--- src/rtl/pc_sequencer_if.sv ---
// Instruction-memory fetch bus between the PC sequencer (master) and instruction memory (slave).
interface pc_sequencer_if;
    logic        imem_req;
    logic [15:0] imem_addr;
    logic        imem_ack;
    logic [15:0] imem_data;

    modport master (output imem_req, output imem_addr, input imem_ack, input imem_data);
    modport slave  (input imem_req, input imem_addr, output imem_ack, output imem_data);
endinterface

--- src/rtl/pc_sequencer.sv ---
// Fetch/redirect controller: owns the PC, fetches over req/ack, presents the instruction
// to the decoder and commits sequential, relative (branch/call) or return-stack next PC.
module pc_sequencer #(
    parameter logic [15:0] RESET_PC = 16'h0000,
    parameter int          RS_DEPTH = 4
) (
    input  logic               clk,
    input  logic               reset_n,
    pc_sequencer_if.master     imem,
    output logic               instr_valid,
    output logic [15:0]        instr,
    output logic [15:0]        pc,
    input  logic               stall,
    input  logic               br_taken,
    input  logic               call,
    input  logic               ret,
    input  logic [10:0]        offset,
    output logic               rs_overflow,
    output logic               rs_underflow
);
    localparam int AW = (RS_DEPTH > 1) ? $clog2(RS_DEPTH) : 1;
    localparam int CW = AW + 1;

    typedef enum logic {FETCH = 1'b0, EXEC = 1'b1} state_t;

    state_t          state_q, state_d;
    logic            req_en;
    logic [15:0]     pc_d;
    logic [CW-1:0]   count, count_d;
    logic [15:0]     rs [RS_DEPTH];
    logic            push, instr_ld, ovf_set, unf_set;
    logic [15:0]     pc_inc, pc_rel, rs_top;

    function automatic logic [15:0] sext11(input logic signed [10:0] off);
        logic signed [15:0] ext;
        ext = off;
        return ext;
    endfunction

    assign pc_inc = pc + 16'd1;
    assign pc_rel = pc + sext11(offset);
    assign rs_top = rs[AW'(count - CW'(1))];

    // State register and sequencing state
    always_ff @(posedge clk or negedge reset_n) begin
        if (!reset_n) begin
            state_q      <= FETCH;
            req_en       <= 1'b0;
            pc           <= RESET_PC;
            instr        <= 16'h0000;
            count        <= '0;
            rs_overflow  <= 1'b0;
            rs_underflow <= 1'b0;
        end else begin
            state_q <= state_d;
            req_en  <= 1'b1;
            pc      <= pc_d;
            count   <= count_d;
            if (instr_ld) instr <= imem.imem_data;
            if (ovf_set) rs_overflow <= 1'b1;
            if (unf_set) rs_underflow <= 1'b1;
        end
    end

    // Stack storage is data only; validity is tracked by count
    always_ff @(posedge clk) begin
        if (push) rs[AW'(count)] <= pc_inc;
    end

    // Next-state and commit decision
    always_comb begin
        state_d  = state_q;
        pc_d     = pc;
        count_d  = count;
        push     = 1'b0;
        instr_ld = 1'b0;
        ovf_set  = 1'b0;
        unf_set  = 1'b0;
        case (state_q)
            FETCH: begin
                if (imem.imem_ack) begin
                    instr_ld = 1'b1;
                    state_d  = EXEC;
                end
            end
            EXEC: begin
                if (!stall) begin
                    state_d = FETCH;
                    if (ret) begin
                        if (count != '0) begin
                            pc_d    = rs_top;
                            count_d = count - CW'(1);
                        end else begin
                            pc_d    = pc_inc;
                            unf_set = 1'b1;
                        end
                    end else if (call) begin
                        pc_d = pc_rel;
                        if (count < CW'(RS_DEPTH)) begin
                            push    = 1'b1;
                            count_d = count + CW'(1);
                        end else begin
                            ovf_set = 1'b1;
                        end
                    end else if (br_taken) begin
                        pc_d = pc_rel;
                    end else begin
                        pc_d = pc_inc;
                    end
                end
            end
        endcase
    end

    // Outputs; req_en keeps the request low until the first edge after reset
    always_comb begin
        imem.imem_req  = req_en && (state_q == FETCH);
        imem.imem_addr = pc;
        instr_valid    = (state_q == EXEC);
    end
endmodule
--- src/flat_wrapper.sv ---
// flat-port wrapper written by rule: the top's interface ports become plain ports
module pc_sequencer_flat 
#(
    parameter logic [15:0] RESET_PC = 16'h0000,
    parameter int          RS_DEPTH = 4
)
  (clk, reset_n, instr_valid, instr, pc, stall, br_taken, call, ret, offset, rs_overflow, rs_underflow, imem_imem_req, imem_imem_addr, imem_imem_ack, imem_imem_data);
  pc_sequencer_if imem_i ();
  input  logic clk;
  input  logic reset_n;
  output logic instr_valid;
  output logic [15:0] instr;
  output logic [15:0] pc;
  input  logic stall;
  input  logic br_taken;
  input  logic call;
  input  logic ret;
  input  logic [10:0] offset;
  output logic rs_overflow;
  output logic rs_underflow;
  output wire logic [$bits(imem_i.imem_req)-1:0] imem_imem_req;
  output wire logic [$bits(imem_i.imem_addr)-1:0] imem_imem_addr;
  input wire logic [$bits(imem_i.imem_ack)-1:0] imem_imem_ack;
  input wire logic [$bits(imem_i.imem_data)-1:0] imem_imem_data;
  assign imem_imem_req = imem_i.imem_req;
  assign imem_imem_addr = imem_i.imem_addr;
  assign imem_i.imem_ack = imem_imem_ack;
  assign imem_i.imem_data = imem_imem_data;
  pc_sequencer #(.RESET_PC(RESET_PC), .RS_DEPTH(RS_DEPTH)) u_core (.clk(clk), .reset_n(reset_n), .imem(imem_i), .instr_valid(instr_valid), .instr(instr), .pc(pc), .stall(stall), .br_taken(br_taken), .call(call), .ret(ret), .offset(offset), .rs_overflow(rs_overflow), .rs_underflow(rs_underflow));
endmodule
--- config.mk ---
export PLATFORM = sky130hd
export DESIGN_NAME = pc_sequencer_flat
export DESIGN_NICKNAME = d
export VERILOG_FILES = /design/src/rtl/pc_sequencer_if.sv /design/src/rtl/pc_sequencer.sv /design/src/flat_wrapper.sv
export SDC_FILE = /design/constraint.sdc
export NUM_CORES = 1
export LEC_CHECK = 0
export ABC_AREA = 1
export CAP_MARGIN = 20
export CELL_PAD_IN_SITES_DETAIL_PLACEMENT = 1
export CELL_PAD_IN_SITES_GLOBAL_PLACEMENT = 1
export CORE_MARGIN = 2
export CORE_UTILIZATION = 25
export DETAILED_ROUTE_END_ITERATION = 12
export PLACE_DENSITY_LB_ADDON = 0.3
export RECOVER_POWER = 100
export SLEW_MARGIN = 20
export SYNTH_ARGS = -nofsm -noshare
export SYNTH_HDL_FRONTEND = slang
export SYNTH_SLANG_ARGS = --single-unit
--- constraint.sdc ---
create_clock -name clk -period 2 [get_ports clk]
set_input_delay 0.3 -clock clk [delete_from_list [all_inputs] [get_ports clk]]
set_output_delay 0.3 -clock clk [all_outputs]
set_load 0.01 [all_outputs]
==> reports/qor.yml <==
drive_above_1_share_pct: 14.2
die_height_um: 156
port_buffers: 85
ios: 86
start_kind: "flop"
drt_iter0_drc: 190
drv_cap: 0
stdcell_area_sq_um: 7670
grt_pass1_vias: 5121
cp-startpoint: "u_core.imem.imem_addr[10]"
leakagePower_nw: 3.35
period_minus_slack_ps: 1880
final_cells: 1079
placedCellCount: 1062
critical_path.max_fanout: 6
layout_common_cells: "nand2_1 (172), inv_1 (70), nand3_1 (70)"
top_usage_layer: "met2"
wl_per_cell_um: 15.8
tightestPinTransition_ps: 1050
gp_routability_congestion: 0.777
end_kind: "primary output"
cts_buffers: 9
synth_cell_types: 43
place_area_sq_um: 7420
area_growth_pct: 32.2
rr_startpoint: "u_core.count[1]"
yosysSeqAreaShare_pct: 50.0
die-area_sq_um: 24400
syn_nets: 716
holdCritStartpoint: "u_core.rs_overflow"
n_antenna_cell: 0
clk_latency_ps: 350
cp.arrival_ps: 1580
rsz0062_at_grt: "no"
num-nets-final: 845
ctsLongestPathBuffers: 2
core_area_sq_um: 22700
wirelength_um: 17000
cts.sinks: 103
clkTransAtPathRegs_ps: 70
clock_skew_ps: 11.7
synthCells: 660
use_met1_pct: 19.6
grt_pass1_wl_um: 27700
gr-total-overflow: 0
crit_type: "flop to primary output"
grt_max_degree: 40
fp.dieW_um: 156
ys_ff_latch: 103
power_density_nw_per_um2: 1420
core.rowCount: 55
antenna_found_initial: 0
slew_viol_final: 0
gr-usage-met3_pct: 1.63
final_common_cell: "nand2_1"
yosysWarnings: 0
drcViolationCount: 0
dp_slack_ps: -327
finalSetupViolCount: 0
start_util_pct: 25.5
htreeDepth: 3
use_met2_pct: 25.3
grt_use_total_pct: 14.6
fmaxAchievable_mhz: 533
first_pass_iters: 4
routed_via_density: 4.51
p_total_mw: 10.9
avgSynthCellArea_sq_um: 8.78
dp_hpwl_um: 12700
syn_area_sq_um: 5800
root_buffer: "clkbuf_16"
hold_viol_final: 0
max-slew-margin-rel_pct: 30.2
layout_worst_path_cycle_share_pct: 93.8
fin_tns_setup_ps: 0
tritoncts: "built"
holdWs_ps: 466
final_core_util_pct: 33.8
layout_setup_ws_ps: 125
vias: 4868
detail-route-antenna-nets: 0
vdd_drop_max_v: 0.000505
outcome: "complete, no violations"
min_path_type: "flop to flop"
crit_required_ps: 1700
-- cell usage after synthesis --
master     instances  share of area, %
nand2_1          172                11
nand3_1           71               6.1
inv_1             70               4.5
edfxtp_1          64                33
nor2_1            48               3.1
dfrtp_1           39                17
a21oi_1           31               2.7
o21ai_0           23               2.0
ha_1              21               4.5
buf_4             17               2.2
mux2_2            16               3.1
buf_2             12               1.0
xor2_1            12               1.8
nand4_1            9              0.97
clkbuf_1           6              0.39
nor3_1             5              0.43
o21bai_1           5              0.65
a21oi_2            3              0.45
o22ai_1            3              0.32
xnor2_1            3              0.45
a31oi_1            2              0.22
and2_1             2              0.22
inv_2              2              0.13
nand2_2            2              0.22
nor3_4             2              0.56
o2111ai_1          2              0.30
o21ai_1            2              0.17
a221o_1            1              0.17
a22oi_1            1              0.13
a32oi_1            1              0.15
a41o_1             1              0.17
buf_1              1             0.065
clkinv_1           1             0.065
clkinv_2           1             0.086
conb_1             1             0.065
fa_1               1              0.35
nand3b_1           1              0.13
nand4_2            1              0.22
nor2_2             1              0.11
nor2_4             1              0.19
o211ai_1           1              0.13
o221ai_1           1              0.15
or2_2              1              0.11
-- cell families after synthesis --
logic type,after synthesis,synth area share [%]
compound gates,77,7.68
simple gates,316,23.5
buf+inv,110,8.50
other cells,1,0.0647
mux,16,3.11
xor+xnor,15,2.27
fa+ha+maj,22,4.88
flops,103,50.0
-- critical path, cell delays in order, from the launching register on --
cell and delay [ps]:
dfrtp_1 440, buf_4 190, dlygate4sd3_1 600
-- power breakdown --
group	total (mW)	leakage, nW	switching, mW	internal [mW]
registers	3.06	1.02	0.240	2.82
logic	6.08	2.19	3.59	2.49
clock network	1.74	0.148	0.749	0.989
total	10.9	3.35	4.58	6.30
-- final timing paths --
path                                       endpoint  slack (ps)  cells past startpoint
max                              imem_imem_addr[10]         120                      2
min                              u_core.rs_overflow         470                      1
max reg2reg                u_core.imem.imem_addr[1]         150                      7
min reg2reg                      u_core.rs_overflow         470                      1
max in group asynchronous  u_core.imem.imem_addr[1]         530                      3
min in group asynchronous          u_core.instr[13]         750                      3
-- final cells by class --
class / count / area [sq um]
repair buffers: 154 / 1390
well taps: 285 / 357
inverters: 74 / 282
multi-input cells: 447 / 2440
flip-flops and latches: 103 / 2900
clock buffers: 14 / 285
clock inverters: 2 / 11.3
fillers: 2723 / 15000
-- sequential cells by signal, indices dropped and copies added, names as in the netlist --
name and count:
u_core.instr_valid 1, u_core.count 3, u_core.req_en 1, u_core.imem.imem_addr 16
u_core.rs_overflow 1, u_core.instr 16, u_core.rs_underflow 1, u_core.rs 64
-- per-layer routing --
layer	part of all wire (%)	vias to the layer above
met2	50	57
met5	0	-
met4	0.76	0
li1	-	2438
met1	47	2364
met3	2.1	9
-- timing repair --
action	4_1_cts	5_1_grt
endpoints found under the hold margin	39	0
hold buffers	1	0
gates resized for setup	0	8
endpoints found under the setup margin	0	8
setup buffers	0	0
Note: power is estimated with default switching activity, not from simulation.
